[config.mk]
export PLATFORM = sky130hd
export DESIGN_NAME = rename_stage_nw
export DESIGN_NICKNAME = d
export VERILOG_FILES = /design/src/rtl/rename_stage_nw.sv
export SDC_FILE = /design/constraint.sdc
export NUM_CORES = 2
export LEC_CHECK = 0
export ABC_AREA = 1
export BUFFER_PORTS_ARGS = -buffer_cell sky130_fd_sc_hd__buf_2
export CAP_MARGIN = 20
export CORE_ASPECT_RATIO = 2
export CORE_MARGIN = 3
export CORE_UTILIZATION = 50
export DETAILED_ROUTE_END_ITERATION = 8
export PLACE_DENSITY = 0.73
export REMOVE_ABC_BUFFERS = 1
export SYNTH_ARGS = -nofsm -noshare
export SYNTH_HDL_FRONTEND = slang
export SYNTH_SLANG_ARGS = --single-unit
[constraint.sdc]
create_clock -name clk -period 9.55 [get_ports clk]
set_input_delay 1.91 -clock clk [delete_from_list [all_inputs] [get_ports clk]]
set_output_delay 1.91 -clock clk [all_outputs]
set_load 0.02 [all_outputs]
[src/rtl/rename_stage_nw.sv]
// rename_stage_nw
// ---------------
// N-wide register-rename stage sitting between decode and dispatch.
// Each accepted bundle has its architectural sources mapped to physical
// registers. Each allocating lane takes a new destination from a circular
// free list. Dependencies inside the bundle are forwarded from lower lanes.
//
// The stage keeps two map tables:
//   - a speculative map, updated on rename;
//   - a committed map, updated on retire.
// A recover restores the speculative map and the speculative free-list head
// from the committed copies in a single cycle.
//
// Ports
//   clk, rst            clock; synchronous active-low reset
//   recover             flush speculative state back to committed state
//   in_valid/in_ready   rename bundle handshake
//   in_lane_valid       per-lane valid
//   in_src0/src1/dst    architectural addresses, lane i at [i*AW +: AW]
//   in_dst_we           lane writes its destination
//   out_valid/out_ready registered output slot handshake
//   out_lane_valid      per-lane valid, passed through
//   out_src0_p/src1_p   renamed sources
//   out_dst_p           newly allocated destination (0 if lane does not allocate)
//   out_stale_p         previous mapping of the destination (0 if no allocation)
//   commit_valid/we     per-lane retire
//   commit_dst          retiring architectural destination
//   commit_dst_p        retiring new physical register
//   commit_stale_p      retiring stale physical register, returned to free list
//   free_count          speculative free-list occupancy
module rename_stage_nw #(
    parameter int WIDTH     = 2,
    parameter int ARCH_REGS = 32,
    parameter int PHYS_REGS = 64,
    localparam int AW = $clog2(ARCH_REGS),
    localparam int PW = $clog2(PHYS_REGS)
) (
    input  logic                clk,
    input  logic                rst,
    input  logic                recover,
    input  logic                in_valid,
    output logic                in_ready,
    input  logic [WIDTH-1:0]    in_lane_valid,
    input  logic [WIDTH*AW-1:0] in_src0,
    input  logic [WIDTH*AW-1:0] in_src1,
    input  logic [WIDTH*AW-1:0] in_dst,
    input  logic [WIDTH-1:0]    in_dst_we,
    output logic                out_valid,
    input  logic                out_ready,
    output logic [WIDTH-1:0]    out_lane_valid,
    output logic [WIDTH*PW-1:0] out_src0_p,
    output logic [WIDTH*PW-1:0] out_src1_p,
    output logic [WIDTH*PW-1:0] out_dst_p,
    output logic [WIDTH*PW-1:0] out_stale_p,
    input  logic [WIDTH-1:0]    commit_valid,
    input  logic [WIDTH-1:0]    commit_we,
    input  logic [WIDTH*AW-1:0] commit_dst,
    input  logic [WIDTH*PW-1:0] commit_dst_p,
    input  logic [WIDTH*PW-1:0] commit_stale_p,
    output logic [PW:0]         free_count
);
    localparam int FL_DEPTH = PHYS_REGS - ARCH_REGS;
    localparam int FLW      = $clog2(FL_DEPTH);
    localparam int PTRW     = FLW + 1;   // extra MSB is the wrap bit
    localparam logic [PTRW-1:0] PTR_ONE   = {{(PTRW-1){1'b0}}, 1'b1};
    localparam logic [PW:0]     WIDTH_CNT = WIDTH[PW:0];

    // Free list and map tables. Reset needs known contents, so these are
    // plain register arrays rather than block RAM.
    logic [PW-1:0]   fl_mem     [FL_DEPTH];
    logic [PW-1:0]   spec_map   [ARCH_REGS];
    logic [PW-1:0]   commit_map [ARCH_REGS];
    logic [PTRW-1:0] spec_head_reg, commit_head_reg, tail_reg;

    logic                out_valid_reg;
    logic [WIDTH-1:0]    out_lane_valid_reg;
    logic [WIDTH*PW-1:0] out_src0_reg, out_src1_reg, out_dst_reg, out_stale_reg;

    // Unpacked per-lane views of the buses.
    logic [AW-1:0] src0_a [WIDTH];
    logic [AW-1:0] src1_a [WIDTH];
    logic [AW-1:0] dst_a  [WIDTH];
    logic [AW-1:0] cdst_a [WIDTH];
    logic [PW-1:0] cdp_a  [WIDTH];
    logic [PW-1:0] cst_a  [WIDTH];
    logic [WIDTH-1:0] alloc, commit_ok;

    // Rename results.
    logic [PW-1:0] new_p   [WIDTH];
    logic [PW-1:0] src0_p  [WIDTH];
    logic [PW-1:0] src1_p  [WIDTH];
    logic [PW-1:0] dst_p   [WIDTH];
    logic [PW-1:0] stale_p [WIDTH];
    logic [WIDTH*PW-1:0] ren_src0, ren_src1, ren_dst, ren_stale;
    logic [PTRW-1:0] alloc_cnt, commit_cnt;
    logic [FLW-1:0]  cwr_idx [WIDTH];
    logic [PTRW-1:0] free_cnt_w;
    logic            fire;

    genvar gi;
    generate
        for (gi = 0; gi < WIDTH; gi++) begin : g_lane
            assign src0_a[gi] = in_src0[gi*AW +: AW];
            assign src1_a[gi] = in_src1[gi*AW +: AW];
            assign dst_a[gi]  = in_dst[gi*AW +: AW];
            assign cdst_a[gi] = commit_dst[gi*AW +: AW];
            assign cdp_a[gi]  = commit_dst_p[gi*PW +: PW];
            assign cst_a[gi]  = commit_stale_p[gi*PW +: PW];
            assign alloc[gi]     = in_lane_valid[gi] & in_dst_we[gi] & (dst_a[gi] != '0);
            assign commit_ok[gi] = commit_valid[gi] & commit_we[gi] & (cdst_a[gi] != '0);
            assign ren_src0[gi*PW +: PW]  = src0_p[gi];
            assign ren_src1[gi*PW +: PW]  = src1_p[gi];
            assign ren_dst[gi*PW +: PW]   = dst_p[gi];
            assign ren_stale[gi*PW +: PW] = stale_p[gi];
        end
    endgenerate

    assign free_cnt_w = tail_reg - spec_head_reg;
    assign free_count = {{(PW+1-PTRW){1'b0}}, free_cnt_w};
    // Frees from this cycle's commits are deliberately not bypassed here.
    assign in_ready   = rst & ~recover & (free_count >= WIDTH_CNT) & (~out_valid_reg | out_ready);
    assign fire       = in_valid & in_ready;

    // Allocation: allocating lanes take consecutive free-list slots in lane order.
    always_comb begin
        alloc_cnt = '0;
        for (int i = 0; i < WIDTH; i++) begin
            new_p[i] = fl_mem[spec_head_reg[FLW-1:0] + alloc_cnt[FLW-1:0]];
            if (alloc[i]) alloc_cnt = alloc_cnt + PTR_ONE;
        end
    end

    // Source/stale lookup. Later lower lanes override earlier ones, so the
    // newest matching writer below lane i wins.
    always_comb begin
        for (int i = 0; i < WIDTH; i++) begin
            src0_p[i]  = spec_map[src0_a[i]];
            src1_p[i]  = spec_map[src1_a[i]];
            stale_p[i] = spec_map[dst_a[i]];
            for (int j = 0; j < WIDTH; j++) begin
                if (j < i && alloc[j]) begin
                    if (dst_a[j] == src0_a[i]) src0_p[i]  = new_p[j];
                    if (dst_a[j] == src1_a[i]) src1_p[i]  = new_p[j];
                    if (dst_a[j] == dst_a[i])  stale_p[i] = new_p[j];
                end
            end
            if (src0_a[i] == '0) src0_p[i] = '0;
            if (src1_a[i] == '0) src1_p[i] = '0;
            if (alloc[i]) begin
                dst_p[i] = new_p[i];
            end else begin
                dst_p[i]   = '0;
                stale_p[i] = '0;
            end
        end
    end

    // Tail slots written by this cycle's retiring lanes, in lane order.
    always_comb begin
        commit_cnt = '0;
        for (int i = 0; i < WIDTH; i++) begin
            cwr_idx[i] = tail_reg[FLW-1:0] + commit_cnt[FLW-1:0];
            if (commit_ok[i]) commit_cnt = commit_cnt + PTR_ONE;
        end
    end

    always_ff @(posedge clk) begin
        if (!rst) begin
            spec_head_reg   <= '0;
            commit_head_reg <= '0;
            tail_reg        <= PTRW'(FL_DEPTH);
            for (int k = 0; k < FL_DEPTH; k++) fl_mem[k] <= PW'(ARCH_REGS + k);
            for (int k = 0; k < ARCH_REGS; k++) begin
                spec_map[k]   <= PW'(k);
                commit_map[k] <= PW'(k);
            end
            out_valid_reg      <= 1'b0;
            out_lane_valid_reg <= '0;
            out_src0_reg       <= '0;
            out_src1_reg       <= '0;
            out_dst_reg        <= '0;
            out_stale_reg      <= '0;
        end else begin
            // Retire: update committed map and return stale regs at the tail.
            for (int i = 0; i < WIDTH; i++) begin
                if (commit_ok[i]) begin
                    commit_map[cdst_a[i]] <= cdp_a[i];
                    fl_mem[cwr_idx[i]]    <= cst_a[i];
                end
            end
            tail_reg        <= tail_reg + commit_cnt;
            commit_head_reg <= commit_head_reg + commit_cnt;

            if (recover) begin
                // Copy the committed map, then overlay this cycle's commits
                // (later non-blocking writes take precedence).
                spec_head_reg <= commit_head_reg + commit_cnt;
                for (int k = 0; k < ARCH_REGS; k++) spec_map[k] <= commit_map[k];
                for (int i = 0; i < WIDTH; i++) begin
                    if (commit_ok[i]) spec_map[cdst_a[i]] <= cdp_a[i];
                end
                out_valid_reg <= 1'b0;
            end else if (fire) begin
                spec_head_reg <= spec_head_reg + alloc_cnt;
                for (int i = 0; i < WIDTH; i++) begin
                    if (alloc[i]) spec_map[dst_a[i]] <= new_p[i];
                end
                out_valid_reg      <= 1'b1;
                out_lane_valid_reg <= in_lane_valid;
                out_src0_reg       <= ren_src0;
                out_src1_reg       <= ren_src1;
                out_dst_reg        <= ren_dst;
                out_stale_reg      <= ren_stale;
            end else if (out_ready) begin
                out_valid_reg <= 1'b0;
            end
        end
    end

    assign out_valid      = out_valid_reg;
    assign out_lane_valid = out_lane_valid_reg;
    assign out_src0_p     = out_src0_reg;
    assign out_src1_p     = out_src1_reg;
    assign out_dst_p      = out_dst_reg;
    assign out_stale_p    = out_stale_reg;

endmodule

== Word level (Yosys, flattened, before mapping) ==
Memories as Yosys holds them, arrays and structs flattened. A register that Yosys moved wholly into a read port is not among the register bits.
Index checks and enable logic that the tools add are counted.
Word-level totals
  flip-flop bits (word level): 69
  bits in writable memories: 576
  bits of input ports: 77
  output and inout port bits: 59
  word-level logic and storage cells: 190
  memories kept: 3
Memories
  commit_map: depth 32, bits a word 6, read ports 32, clocked after memory_dff 0, write ports 32, line 72  | logic [PW-1:0] commit_map [ARCH_REGS];
  fl_mem: depth 32, bits a word 6, read ports 2, clocked after memory_dff 1, write ports 32, line 70  | logic [PW-1:0] fl_mem [FL_DEPTH];
  spec_map: depth 32, bits a word 6, read ports 6, clocked after memory_dff 0, write ports 34, line 71  | logic [PW-1:0] spec_map [ARCH_REGS];
Operators by class
  add/subtract/negate cells: 8
  magnitude comparators: 1
  equality and inequality tests: 3
  multiplexer cells: 100
  bitwise operators: 48
  reductions and logical operators: 18
Operators with widths (count)
  two-way mux 6 bit: 56
  two-way mux 5 bit: 8
  two-way mux 1 bit: 36
  OR reduction 6 bit: 6
  bitwise OR 1 bit: 33
  logical NOT 5 bit: 4
  nonzero test 5 bit: 4
  adder 6 bit: 3
  equality test 5 bit: 3
  adder 6 x 1 -> 6 bit, second input constant: 2
  AND 1 bit: 12
  adder 5 bit: 2
  >= comparator 6 x 2 -> 1 bit, second input constant: 1
  subtractor 6 bit: 1
  nonzero test 2 bit: 2
  NOT 1 bit: 3
  AND reduction 2 bit: 1
  OR reduction 2 bit: 1

== Depth between registers and ports, before layout ==
  depth in word-level cells: 11
  mapped depth: 22

== Worst setup path after synthesis ==
Ideal clock, no wire load.
  kind: input port to flip-flop
  from: input in_dst[3]
  to: memory spec_map[12][0] (netlist bit), data pin
  setup time: 0.254 ns
  arrival: 4.610 ns
  path slack: 4.686 ns
  stages: 18
  path through: buf_2 -> nor3_1 -> nand3_1 -> nand3_1 -> inv_2 -> ha_1 -> ha_1 -> clkbuf_1 -> clkbuf_1 -> clkbuf_1 -> o22ai_1 -> nor2_1 -> o22ai_1 -> o211ai_1 -> o21ai_0 -> clkbuf_1 -> nand2_1 -> nand2_1
RTL lines
  from (decl): line 46  | input logic [WIDTH*AW-1:0] in_dst,
  to (decl): line 71

==> flow_summary.ini <==
[synth]
yosys_warnings = 0
synth_edf_count = 576
netlist.area_leader.share_pct = 37.2
ys_types = 51
synth_xor_area_share_pct = 0.357
async_flop_share_pct = 0
syn_avg_cell_area_um2 = 7.11
synth_mux_area_share_pct = 0.602
synth-adder-area-share_pct = 0.629
synthTopCellsByArea = edfxtp_1 37%, o21ai_0 12%, nand3_1 11%
synthCells = 6545
synth-main-ff-cell = edfxtp_1
synthSimpleGateAreaFrac_pct = 26.0
synth_seq_cells = 650
synth_compound_gate_area_share_pct = 23.8
synth_area_leader_cell = edfxtp_1
syn_area_mm2 = 0.0466
synth_top_family_by_area = simple AND/OR/NAND/NOR gates
ys_seq_area_share_pct = 40.3

[route]
drt_pass1_iterations = 9
viasPerCell = 6.89
via_count = 52300
wl_um = 249000
wl_per_cell_um = 32.7
drc = 1
antenna_left = 0
drtIter0Drc = 6800

[die]
die_h_um = 438
die_x_um = 222
io_pins = 136
core_mm2 = 0.0919
rows = 157
initial_core_util_pct = 50.6
die-area_mm2 = 0.0970

[setup_path]
regToRegStartpoint = tail_reg[0]$_SDFF_PN0_
slowest_stage = nor3_1
cp.arrival_ns = 7.68
crit_path_end_kind = register
start_kind = input pin
cp.required_ns = 9.97
rr_worst_depth = 18
critPathKind = input pin to register
max_stage_delay_ns = 1.08
path_cells = buf_2 -> buf_4 -> nor3_1 -> nand3_1 -> nand3_1 -> inv_2 -> ha_4 -> inv_2 -> buf_12 -> o21ai_0 -> o21ai_0 -> o211ai_1 -> o21ai_0 -> nand2_1 -> o21ai_0 -> nand2_1 -> o21ai_2 -> buf_4 -> nand2_1 -> nand2_1
worstPathMaxFanout = 60
crit_start = in_dst[3]

[global_routing]
grtUsageTotal_pct = 49.8
first_global_vias = 48400
grt_pass1_wl_um = 350000
grt_max_degree = 80
grt-ovfl-total = 0
antenna_found_initial = 25

[cts]
cts.htree.levels = 2
cts_resized = 0
clk_latency_ns = 0.71
cts_tree = done
numCtsBuffers = 58
clock_path_buffers = 3
cts.sinks = 650
cts_root_buf = clkbuf_16
post-cts-setup-buffers = 0
clkTransAtPathRegs_ns = 0.07
ctsHoldBuffers = 0

[run]
timing.max_cap.violations = 0

[sta]
finClkSkew_ns = 0.0593
setup_tns_ns = 0
setup_viol = 0
worst_slack_ns = 2.28
fmax_mhz = 138
fin_crit_ns = 7.27
rsz0062_at_grt = false
slew_headroom_pct = 6.38
finalHoldViolations = 0
post-route-period-util_pct = 76.1
finalMaxSlewViolations = 0
worst_pin_slew_ns = 1.39

[layout]
layout_commonest_cell = o21ai_0
nets = 6437
fin_cells = 7596
drive_gt1_share_pct = 7.76
syn_to_final_growth_pct = 7.19
postLayoutCellArea_mm2 = 0.0499
layout_common_cells = 1142 x o21ai_0, 1131 x nand2_1, 1064 x nand3_1
reg_top3 = commit_map: 192 flops, fl_mem: 192 flops, spec_map: 192 flops

[hold_path]
hold_path.startpoint = out_src0_p[7]$_SDFFE_PN0P_
hp-class = register to register
hold-path-cell-count = 2

[place]
hpwl_um = 178000
place_ws_ns = 2.53
place.gp.congestion = 1.16
post_dp_cell_area_mm2 = 0.0477
dp.cells = 7466
port_buffers = 134

[pwr]
vdd_drop_max_mv = 0.166
p_leak_nw = 18.6
p_total_mw = 7.78
powerDensity_mw_per_mm2 = 156

[status]
violations = DRC
status = finished with violations
-- worst max-delay path, delay by kind of cell --
family          cells  cell delay [ns]
simple gates        7             1.88
buf+inv             6             1.71
compound gates      6             1.25
fa+ha+maj           1             0.84
-- metal layers --
metal	vias to the layer above	routed length (µm)	track usage (%)
met5	-	86	0
met4	12	38300	58.6
met3	1764	28200	14.9
met2	4217	112000	79.1
met1	23700	70400	47.7
li1	22600	-	-
-- per-stage QoR --
step / util, % / hold slack (ns)
after detailed placement: 51.9 / 0.452
after global placement: 51.9 / 0.449
after floorplan: - / 0.460
after CTS: 54.2 / 0.462
after global routing: 54.2 / 0.475
final: 54.3 / 0.461
-- path summary, 6_finish.rpt --
path / to / slack, ns
worst max register to register: spec_map[17][1]$_DFFE_PP_ / 3.75
worst max-delay path: spec_map[22][4]$_DFFE_PP_ / 2.28
worst min register to register: out_src0_p[7]$_SDFFE_PN0P_ / 0.46
worst min-delay path: out_src0_p[7]$_SDFFE_PN0P_ / 0.46
-- where the power goes --
| group | total, mW | leakage (nW) | switching [mW] | internal (mW) |
|---|---|---|---|---|
| Combinational | 1.78 | 11.6 | 1.40 | 0.388 |
| Clock | 2.61 | 0.991 | 1.18 | 1.43 |
| Sequential | 3.39 | 6.01 | 0.148 | 3.24 |
-- logic make-up (layout without fill, tap and decap cells) --
logic type	count (synthesis)	count (layout)
AO/OA/AOI/OAI	2064	2064
buffers and inverters	1005	843
flip-flops	650	650
multiplexers	28	28
other	1	22
XOR/XNOR	19	19
AND/OR/NAND/NOR	2757	2757
adder cells (fa/ha/maj)	21	21
-- synthesized netlist by cell type, types with 2 or more instances --
library cell / number
edfxtp_1: 576
a22oi_1: 17
nand3_1: 1064
nor4_1: 2
xor2_1: 15
o22ai_1: 83
clkinv_1: 13
buf_4: 4
o31ai_1: 5
a31oi_1: 13
mux2i_1: 28
buf_2: 66
o221ai_1: 63
a41oi_1: 2
nor2_8: 3
o2111ai_1: 17
nor2_2: 16
inv_1: 414
o21ai_2: 3
nor3_2: 2
nor2_1: 437
o211ai_1: 79
o32ai_1: 2
nand2_2: 16
ha_1: 17
clkbuf_1: 407
buf_1: 52
nor3_1: 35
nand4_1: 23
fa_1: 4
nand2_1: 1132
o21ai_0: 1148
a21oi_1: 622
nor2_4: 2
nand2_4: 8
xnor2_1: 4
nand3b_1: 12
nand3_2: 2
dfxtp_1: 74
inv_2: 48
o21a_1: 5
-- final cells by class --
cell class                 count  area [µm²]
fill                        9067       42000
multi-input combinational   4896       24000
sequential                   650       18800
inverter                     475        1790
timing repair buffer         258        1680
clock buffer                  67        1520
tap                         1192        1490
clock inverter                43         577
antenna                       15        37.5
(Power assumes the default switching activity.)
